**config.mk**
```make
export PLATFORM = sky130hd
export DESIGN_NAME = id_branch_stage
export DESIGN_NICKNAME = d
export VERILOG_FILES = /design/src/rtl/id_branch_stage.sv
export SDC_FILE = /design/constraint.sdc
export NUM_CORES = 1
export LEC_CHECK = 0
export ABC_CLOCK_PERIOD_IN_PS = 2400
export CAP_MARGIN = 30
export CELL_PAD_IN_SITES_DETAIL_PLACEMENT = 0
export CELL_PAD_IN_SITES_GLOBAL_PLACEMENT = 1
export CORE_MARGIN = 10
export CORE_UTILIZATION = 36
export DETAILED_ROUTE_END_ITERATION = 10
export PLACE_DENSITY = 0.72
export SYNTH_ARGS = -nofsm -noshare
export SYNTH_HDL_FRONTEND = slang
export SYNTH_SLANG_ARGS = --single-unit
```
**constraint.sdc**
```tcl
create_clock -name clk -period 2.4 [get_ports clk]
set_input_delay 0.24 -clock clk [delete_from_list [all_inputs] [get_ports clk]]
set_output_delay 0.24 -clock clk [all_outputs]
set_load 0.02 [all_outputs]
```
**src/rtl/id_branch_stage.sv**
```systemverilog
// Decode stage: IF/ID and ID/EX pipeline registers, branch/jump/load decode,
// branch target generation, taken-branch squash and one-cycle load-use stall.
module id_branch_stage #(
  parameter int PC_W   = 11,
  parameter int INST_W = 32,
  parameter int CNT_W  = 8
) (
  input  logic              clk,
  input  logic              reset,
  input  logic [INST_W-1:0] inst,
  input  logic [PC_W-1:0]   pc,
  input  logic              branch_alu,
  output logic              branch_control,
  output logic [PC_W-1:0]   br_pc,
  output logic              stall,
  output logic              ex_valid,
  output logic [INST_W-1:0] ex_inst,
  output logic [PC_W-1:0]   ex_pc,
  output logic              ex_is_load,
  output logic [CNT_W-1:0]  squash_cnt,
  output logic [CNT_W-1:0]  stall_cnt
);

  localparam logic [5:0] OP_LW  = 6'b100011;
  localparam logic [5:0] OP_BEQ = 6'b000100;
  localparam logic [5:0] OP_BNE = 6'b000101;
  localparam logic [5:0] OP_J   = 6'b000010;

  function automatic logic [CNT_W-1:0] sat_inc(input logic [CNT_W-1:0] v);
    if (v == {CNT_W{1'b1}}) begin
      sat_inc = v;
    end else begin
      sat_inc = v + CNT_W'(1);
    end
  endfunction

  logic [INST_W-1:0] id_inst_r;
  logic [PC_W-1:0]   id_pc_r;
  logic              id_valid_r;

  logic [INST_W-1:0] ex_inst_r;
  logic [PC_W-1:0]   ex_pc_r;
  logic              ex_valid_r;
  logic              ex_is_load_r;
  logic              branch_control_r;
  logic [PC_W-1:0]   br_pc_r;
  logic [CNT_W-1:0]  squash_cnt_r;
  logic [CNT_W-1:0]  stall_cnt_r;

  logic [5:0]        id_op_s;
  logic [4:0]        id_rs_s;
  logic [4:0]        id_rt_s;
  logic [4:0]        ex_rt_s;
  logic              id_is_load_s;
  logic              id_is_br_s;
  logic [PC_W-1:0]   id_target_s;
  logic              taken_s;
  logic              hazard_s;

  assign id_op_s = id_inst_r[31:26];
  assign id_rs_s = id_inst_r[25:21];
  assign id_rt_s = id_inst_r[20:16];
  assign ex_rt_s = ex_inst_r[20:16];

  // Decode the IF/ID instruction and form its target; low PC_W bits serve as both imm and jump field
  always_comb begin
    id_is_load_s = 1'b0;
    id_is_br_s   = 1'b0;
    id_target_s  = id_pc_r + PC_W'(1);
    case (id_op_s)
      OP_LW: begin
        id_is_load_s = 1'b1;
      end
      OP_BEQ, OP_BNE: begin
        id_is_br_s  = 1'b1;
        id_target_s = id_pc_r + PC_W'(1) + id_inst_r[PC_W-1:0];
      end
      OP_J: begin
        id_is_br_s  = 1'b1;
        id_target_s = id_inst_r[PC_W-1:0];
      end
      default: begin
        id_is_load_s = 1'b0;
        id_is_br_s   = 1'b0;
      end
    endcase
  end

  // Redirect and load-use detection; bubbles carry cleared flags so they never trigger either
  always_comb begin
    taken_s  = ex_valid_r & branch_control_r & branch_alu;
    hazard_s = id_valid_r & ex_valid_r & ex_is_load_r & (ex_rt_s != 5'd0) &
               ((ex_rt_s == id_rs_s) | (ex_rt_s == id_rt_s));
  end

  // IF/ID register: wrong-path capture on taken, hold on hazard, else advance
  always_ff @(posedge clk or negedge reset) begin
    if (!reset) begin
      id_inst_r  <= {INST_W{1'b0}};
      id_pc_r    <= {PC_W{1'b0}};
      id_valid_r <= 1'b0;
    end else if (taken_s) begin
      id_inst_r  <= inst;
      id_pc_r    <= pc;
      id_valid_r <= 1'b0;
    end else if (!hazard_s) begin
      id_inst_r  <= inst;
      id_pc_r    <= pc;
      id_valid_r <= 1'b1;
    end
  end

  // ID/EX register: bubble on taken or hazard, stale payload kept under a bubble
  always_ff @(posedge clk or negedge reset) begin
    if (!reset) begin
      ex_inst_r        <= {INST_W{1'b0}};
      ex_pc_r          <= {PC_W{1'b0}};
      ex_valid_r       <= 1'b0;
      ex_is_load_r     <= 1'b0;
      branch_control_r <= 1'b0;
      br_pc_r          <= {PC_W{1'b0}};
    end else if (taken_s || hazard_s) begin
      ex_valid_r       <= 1'b0;
      ex_is_load_r     <= 1'b0;
      branch_control_r <= 1'b0;
    end else begin
      ex_inst_r        <= id_inst_r;
      ex_pc_r          <= id_pc_r;
      ex_valid_r       <= id_valid_r;
      ex_is_load_r     <= id_valid_r & id_is_load_s;
      branch_control_r <= id_valid_r & id_is_br_s;
      br_pc_r          <= id_target_s;
    end
  end

  // Saturating event counters; taken has priority so a cycle counts at most one event
  always_ff @(posedge clk or negedge reset) begin
    if (!reset) begin
      squash_cnt_r <= {CNT_W{1'b0}};
      stall_cnt_r  <= {CNT_W{1'b0}};
    end else if (taken_s) begin
      squash_cnt_r <= sat_inc(squash_cnt_r);
    end else if (hazard_s) begin
      stall_cnt_r <= sat_inc(stall_cnt_r);
    end
  end

  assign branch_control = branch_control_r;
  assign br_pc          = br_pc_r;
  assign stall          = hazard_s;
  assign ex_valid       = ex_valid_r;
  assign ex_inst        = ex_inst_r;
  assign ex_pc          = ex_pc_r;
  assign ex_is_load     = ex_is_load_r;
  assign squash_cnt     = squash_cnt_r;
  assign stall_cnt      = stall_cnt_r;

endmodule

```
======== Word level (Yosys, flattened, before mapping) ========
Cells that the tools add are included.
storage, ports and cells
  logic and storage cells ................. 54
  latch bits .............................. 0
  memories ................................ 0
  memory bits (read-only) ................. 0
  input bits .............................. 46
  memory bits (writable) .................. 0
  register bits ........................... 117
  output and inout bits ................... 74
operators by class
  divide/modulo/power cells ............... 0
  bitwise logic cells ..................... 12
  magnitude comparators ................... 0
  $add $sub $neg .......................... 4
  multiply operators ...................... 0
  shifts and indexed selects .............. 0
  reductions and logical operators ........ 6
  equal/unequal tests ..................... 9
  muxes and demuxes ....................... 12
operator list
  operator                                             count
  2-to-1 mux 32 bit                                    2
  2-to-1 mux 11 bit                                    2
  one-hot mux 11 bit (2 select lines)                  1
  adder 8 x 1 -> 8 bit, second input constant          2
  equality test 8 bit, second input constant           2
  equality test 6 x 3 -> 1 bit, second input constant  2
  adder 11 x 1 -> 11 bit, second input constant        1
  adder 11 bit                                         1
  equality test 5 bit                                  2
  AND 1 bit                                            8
  2-to-1 mux 1 bit                                     7
  equality test 6 x 2 -> 1 bit, second input constant  1
  equality test 6 bit, second input constant           1
  nonzero test 5 bit                                   1
  NOT 1 bit                                            3
  AND reduction 3 bit                                  1
  OR reduction 3 bit                                   1
  != test 2 bit, second input constant                 1
  AND reduction 2 bit                                  1
  OR reduction 2 bit                                   1
  logical OR 1 bit                                     1
  OR 1 bit                                             1

======== Longest topological paths before layout ========
Gate-level depths: netlist of run 1.
  depth in word-level cells ............... 6
  mapped depth ............................ 11
  mapped depth without buffers ............ 11

======== Least setup slack after synthesis of run 1 ========
OpenSTA, ideal clock, no wires.
  kind .................................... register -> register
  from .................................... register id_pc_r[0]
  to ...................................... register br_pc_r[10], in the netlist br_pc[10]
  data arrival time ....................... 2283 ps
  cell stages (with the launch flop) ...... 9
  library setup time ...................... 86 ps
  slack ................................... 31 ps
  period minus slack after synthesis ...... 2369 ps
  data required time ...................... 2314 ps
  path buffers ............................ 0
  path through ............................ dfrtp_1 -> ha_1 -> fa_1 -> a21oi_1 -> o2111ai_1 -> a31oi_1 -> nor3b_1 -> o21ai_0 -> a32oi_1
between the ends
  word-level cells in the longest chain between the ends .. 3
ends and longest elaborated chain
  item                                   line    RTL
  start: declaration                     38      logic [PC_W-1:0] id_pc_r;
  start signal: assignment               100     id_pc_r <= {PC_W{1'b0}};
  start signal: assignment               104     id_pc_r <= pc;
  start signal: assignment               108     id_pc_r <= pc;
  adder 11 x 1 -> 11 bit *               69, 76
  adder 11 bit                           76      id_target_s = id_pc_r + PC_W'(1) + id_inst_r[PC_W-1:0];
  one-hot mux 11 bit (2 select lines) *  70      case (id_op_s)
  end signal: assignment                 121     br_pc_r <= {PC_W{1'b0}};
  end signal: assignment                 132     br_pc_r <= id_target_s;
  end: declaration                       46      logic [PC_W-1:0] br_pc_r;
Mark *: on every way between the ends. The rest lies on a longest branch, timed or not.
A chain may end at the register's enable or synchronous reset.

======== Final worst setup path of run 1 ========
  from .................................... register id_pc_r[1]
  to ...................................... register br_pc_r[10], in the netlist br_pc[10]
The elaborated chain is that of the path after synthesis.

==> out/metrics.yaml, run 1 <==
layout.nets: 673
cts_tree: "done"
final-setup-viol-count: 0
cts-buffers-inserted: 17
grt_usage_pct: 14.1
synth_area_per_cell_um2: 12.7
comb_power_share_pct: 15.8
grt-ovfl-total: 0
relSlewSlack_pct: 36.2
swShare_pct: 23.6
sequentialPowerShare_pct: 36.7
internal_power_w: 0.00459
die-area_um2: 20400
clock_sinks: 117
cts_buffer_depth: 2
die_h_um: 143
clockPowerShare_pct: 47.5
final_max_slew_viol_count: 0
synth-seq-cells: 117
period_share_pct: 98.2
cp.arrival_ns: 2.68
synth_flop_cell: "dfrtp_1"
vias: 4079
wirelength_mm: 14.3
vdd_ir_drop_max_uv: 486
diodes: 0
endpoint_kind: "register"
antenna_found_initial: 0
io_pins: 120
ant_nets: 0
clk_pin_slew_ns: 0.05
start_util_pct: 37.1
postLayoutCellArea_um2: 8330
first_iter_violations: 139
yosysWarnings: 0
portBuffers: 119
grt_pass1_vias: 4346
reg2reg_from: "id_pc_r[1]"
final_util_pct: 56.9
min_path_type: "in -> async"
syn_inst: 428
std_cell_rows: 44
drv.max_cap_violation_count: 0
synth_nets: 488
grt_max_degree: 57
crit_type: "reg -> reg"
fin_worst_skew_ns: 0.00872
max_freq_mhz: 425
vias_per_cell: 5.04
drive_above_1_share_pct: 37.8
cp.required_ns: 2.72
critPathLaunchType: "register"
rsz0062_at_grt: "true"
cellPowerDensity_nw_per_um2: 721
r2r-end: "br_pc[10]"
finalPower_w: 0.00601
synth_edf_count: 0
ys_seq_area_share_pct: 53.9
coreArea_um2: 14600
placed_cell_area_um2: 7160
htreeDepth: 4
cp_max_fo: 4
wl_per_cell_um: 17.7
p_sw_w: 0.00142
hold_viol_final: 0
ys_types: 49
async_reset_ff_share_pct: 100
status: "finished, final reports clean"
r2r_slack_ns: 0.04
p_leak_nw: 3.49
reg2reg_depth: 12
dr.pass1.iters: 4
syn_area_um2: 5430
grt_pass1_wl_mm: 22.8
drc: 0
gp_congestion: 0.775
dp_hpwl_mm: 10.2
fin_crit_ns: 2.36
worst_slew_pin_slew_ns: 0.953
die_w_um: 143
cts_root_buf: "clkbuf_16"
clk_latency_ns: 0.41
area_growth_pct: 53.3
-- cell usage in the layout (no fill, tap or decap), types with 8 or more instances in the layout --
master,netlist,routed
nand2_1,22,19
dfrtp_1,117,116
clkdlybuf4s50_1,0,117
nor2_1,19,17
a21oi_1,14,9
xor2_1,25,23
clkbuf_16,0,17
mux2_2,87,87
o21ai_0,12,8
buf_4,4,55
xnor2_1,12,8
-- critical path, cell delays in order (launching register included) --
cell and delay [ns]:
dfrtp_1 0.42, buf_6 0.14, nand2_4 0.06, nor2_4 0.18, nand3_4 0.12, xnor2_4 0.21, ha_4 0.25, a21oi_2 0.15
o21ai_2 0.08, a31oi_4 0.18, nor3b_2 0.19, o21ai_1 0.07, a32oi_1 0.22
-- layout make-up --
cell class                 count  area [um2]
timing repair buffer         181        1710
sequential                   117        2930
fill                        1217        6320
tap                          184         230
multi-input combinational    290        2770
clock buffer                  23         498
inverter                       6        22.5
clock inverter                 8         169
-- synth_stat cells (all sizes together), types with 3 or more instances --
cell type  number  area share, %
a211oi          4           0.55
a21oi          14            1.3
a221oi          3           0.48
a22o            4           0.65
a22oi           3           0.41
a31oi           3           0.35
and3            6           0.69
buf            13            1.5
dfrtp         117             54
ha             13            3.0
inv             6           0.41
mux2           87             18
nand2          22            1.5
nand3          11            1.0
nand4           5           0.58
nor2           19            1.3
nor2b           3           0.35
nor3           12            1.4
nor3b           3           0.60
o2111ai         3           0.60
o21ai          14            1.3
xnor2          12            1.9
xor2           25            4.0
-- kinds of logic (layout without fill, tap and decap cells) --
logic type | Yosys count | in the layout | share of synthesized area (%)
flip-flops | 117 | 117 | 53.9
multiplexers | 89 | 89 | 18.4
buffers and inverters | 21 | 218 | 2.05
AND/OR/NAND/NOR | 93 | 93 | 9.33
AO/OA/AOI/OAI | 57 | 57 | 6.96
XOR/XNOR | 37 | 37 | 5.97
adder cells (fa/ha/maj) | 14 | 14 | 3.36
-- metal layers --
metal | track usage, % | part of all wire, % | vias up
met4 | 4.89 | 1.5 | 0
met1 | 17.6 | 45 | 2046
met5 | 0 | 0 | -
met2 | 21.7 | 47 | 102
li1 | - | - | 1913
met3 | 5.57 | 6.6 | 18
-- metrics by stage --
stage                     cells  worst slack [ns]  setup TNS, ns  hold slack (ns)
after detailed placement    760            -0.162         -0.305            0.237
after global placement      760           -0.0672        -0.0788            0.229
after floorplan             428            0.0310              0          -0.0556
after global routing        809           -0.0928         -0.184            0.380
after CTS                   800           0.00101              0            0.359
final                       809            0.0443              0            0.338
-- power by group through the flow --
stage	Combinational [W]	Sequential (W)	Clock (W)
after global placement	0.000809	0.00223	0
after floorplan	0.000290	0.00232	0
after CTS	0.000854	0.00220	0.00291
after global routing	0.00103	0.00223	0.00298
final	0.000950	0.00220	0.00285
after detailed placement	0.000821	0.00223	0
-- registers in the layout, indices dropped and copies added, names as in the netlist --
name,count
ex_is_load,1
branch_control,1
stall_cnt,8
id_inst_r,32
ex_inst,32
squash_cnt,8
ex_pc,11
id_valid_r,1
id_pc_r,11
br_pc,11
ex_valid,1
-- worst max-delay path by stage --
stage / endpoint / slack, ns / startpoint / depth (start not counted)
2_1_floorplan: br_pc[10] / 0.03 / id_pc_r[0] / 8
3_3_place_gp: br_pc[10] / -0.07 / id_pc_r[0] / 9
3_5_place_dp: br_pc[9] / -0.16 / id_pc_r[0] / 11
4_1_cts: stall / 0.001 / ex_inst[17] / 5
5_1_grt: br_pc[9] / -0.09 / id_pc_r[1] / 11
6_report: br_pc[10] / 0.04 / id_pc_r[1] / 12
-- timing repair --
action / CTS / global route
pin swaps: 9 / 28
setup buffers: 8 / 9
setup endpoints to repair: 4 / 8
endpoints found under the hold margin: 34 / 0
resized for setup: 16 / 53
hold buffers: 1 / 0
No activity file was read; power rests on OpenSTA's default activity.
==> inputs of run 2 (changes only) <==
CORE_UTILIZATION = 35   (was 36)
PLACE_DENSITY = 0.73   (was 0.72)
SLEW_MARGIN = 20   (was not set)
==> out/metrics.yaml, run 2 (synthesized netlist as in run 1, its figures left out) <==
status: "finished with violations"
violations: "setup timing"
grt_pass1_wl_mm: 22.2  # -2.3%
io_pins: 120  # unchanged
cp.arrival_ns: 2.76  # +0.08 ns
cp_max_fo: 5  # +1
grt_pass1_vias: 4212  # -3.1%
antenna_found_initial: 0  # unchanged
rsz0062_at_grt: "true"
max_freq_mhz: 410  # -3.4%
first_iter_violations: 121  # -13%
min_path_type: "in -> async"
fin_crit_ns: 2.44  # +0.0831 ns
die_h_um: 145  # +1.2%
drive_above_1_share_pct: 35.6  # -2.2 points
final_cell_mix: "clkdlybuf4s50_1 (117), dfrtp_1 (115), mux2_2 (87)"
cellPowerDensity_nw_per_um2: 713  # -1.2%
final-setup-viol-count: 1  # +1
drv.max_cap_violation_count: 0  # unchanged
grt_max_degree: 56  # -1.8%
layout_commonest_cell: "clkdlybuf4s50_1"
num-fill-cells: 1313  # +7.9%
start_util_pct: 35.7  # -1.4 points
grtUsageMet1_pct: 17.4  # -0.24 points
ant_nets: 0  # unchanged
critPathLaunchType: "register"
hold_viol_final: 0  # unchanged
clk_latency_ns: 0.41  # about the same
fin_worst_skew_ns: 0.0101  # +0.00137 ns
grt_usage_pct: 13.6  # -0.48 points
cpPeakStageDelay_ns: 0.42  # about the same
std_cell_rows: 45  # +2.3%
grt_use_met2_pct: 21.1  # -0.56 points
die_w_um: 145  # +1.2%
gp_congestion: 0.790  # +1.9%
cts_buffer_depth: 2  # unchanged
vias_per_cell: 4.93  # -2.2%
cts_root_buf: "clkbuf_16"
cts-buffers-inserted: 17  # unchanged
area_growth_pct: 51.4
cp_cell_sequence: "buf_6 > nand2_2 > nor2_4 > nand3_4 > xnor2_4 > ha_4 > a21oi_2 > o21ai_2 > a31oi_4 > buf_4 > xnor2_1 > a21oi_1 > a32oi_1"
die-area_um2: 20900  # +2.5%
gr-usage-met3_pct: 4.69  # -0.88 points
dr.pass1.iters: 4  # unchanged
coreArea_um2: 15200  # +3.8%
wirelength_mm: 13.9  # -2.6%
crit_type: "reg -> reg"
final_max_slew_viol_count: 0  # unchanged
pre_cts_ws_ns: -0.213  # -0.0510 ns
portBuffers: 119  # unchanged
htreeDepth: 4  # unchanged
wl_per_cell_um: 17.3  # -2.2%
endpoint_kind: "register"
layout.nets: 666  # -1.0%
clock_sinks: 117  # unchanged
period_share_pct: 102  # +3.5 points
relSlewSlack_pct: 61.5  # +25 points
path_delay_family: "compound AO/OA/AOI/OAI gates"
critPathBufInv: 2  # +1
vdd_ir_drop_max_uv: 505  # +4.0%
clk_pin_slew_ns: 0.05  # about the same
critPathSlowestCell: "dfrtp_1"
vias: 3976  # -2.5%
cts_tree: "done"
postLayoutCellArea_um2: 8220  # -1.3%
dp_hpwl_mm: 10.2  # +0.49%
placed_cell_area_um2: 7160  # about the same
drc: 0  # unchanged
layout_setup_ws_ns: -0.0388  # -0.0831 ns
diodes: 0  # unchanged
busiest_layer: "met2"
worst_slew_pin_slew_ns: 0.577  # -0.376 ns
p_leak_nw: 3.43  # -1.7%
cp.required_ns: 2.72  # about the same
grt-ovfl-total: 0  # unchanged
==> run 2: timing repair <==
item                                    CTS  global route
hold endpoints to repair                 41             0
pin swaps                                 9            22
endpoints found under the setup margin    4            17
hold buffers                              1             0
setup buffers                             7             8
gates resized for setup                  17            37
==> run 2: path summary, 6_finish.rpt <==
check	from	endpoint	slack (ns)	depth (start not counted)
setup reg to reg	id_pc_r[1]	br_pc[10]	-0.04	13
min in group clk	pc[0]	id_pc_r[0]	0.42	3
max in group asynchronous	reset	ex_inst[9]	1.28	3
hold / removal	reset	id_inst_r[12]	0.37	2
hold reg to reg	br_pc[6]	br_pc[6]	0.47	1
setup / recovery	id_pc_r[1]	br_pc[10]	-0.04	13
==> run 2: area by class of cell <==
class	instances	area, um2	area share, %
clock buffers	22	464	5.65
clock inverters	9	175	2.13
inverters	6	22.5	0.274
multi-input cells	290	2700	32.8
flip-flops and latches	117	2930	35.7
well taps	188	235	2.86
repair buffers	174	1690	20.6
==> run 2: through the flow <==
step,hold WS [ns],std cells,setup TNS [ns],util (%),power (W)
2_1_floorplan,-0.0556,428,0,-,0.00261
3_3_place_gp,0.274,758,-0.228,47.1,0.00303
3_5_place_dp,0.273,758,-0.401,47.1,0.00304
4_1_cts,0.382,797,-0.00450,52.2,0.00585
5_1_grt,0.404,806,-0.314,54.1,0.00612
6_report,0.374,806,-0.0388,54.1,0.00586
==> run 2: where the power goes <==
group          switching, W  leakage [nW]  internal, W
Clock              0.000856         0.306      0.00189
Combinational      0.000421          1.75     0.000490
Sequential         0.000106          1.37      0.00210
==> run 2: per-layer routing <==
metal,routed length [um],vias to the layer above
li1,-,1907
met1,6270,1952
met2,6620,101
met3,887,16
met4,169,0
met5,0,-
==> run 2: worst reg2reg max path, stage by stage, from the launching register on <==
cell and delay [ns]:
dfrtp_1 0.42, buf_6 0.14, nand2_2 0.08, nor2_4 0.18
nand3_4 0.12, xnor2_4 0.23, ha_4 0.25, a21oi_2 0.16
o21ai_2 0.09, a31oi_4 0.18, buf_4 0.14, xnor2_1 0.11
a21oi_1 0.09, a32oi_1 0.18
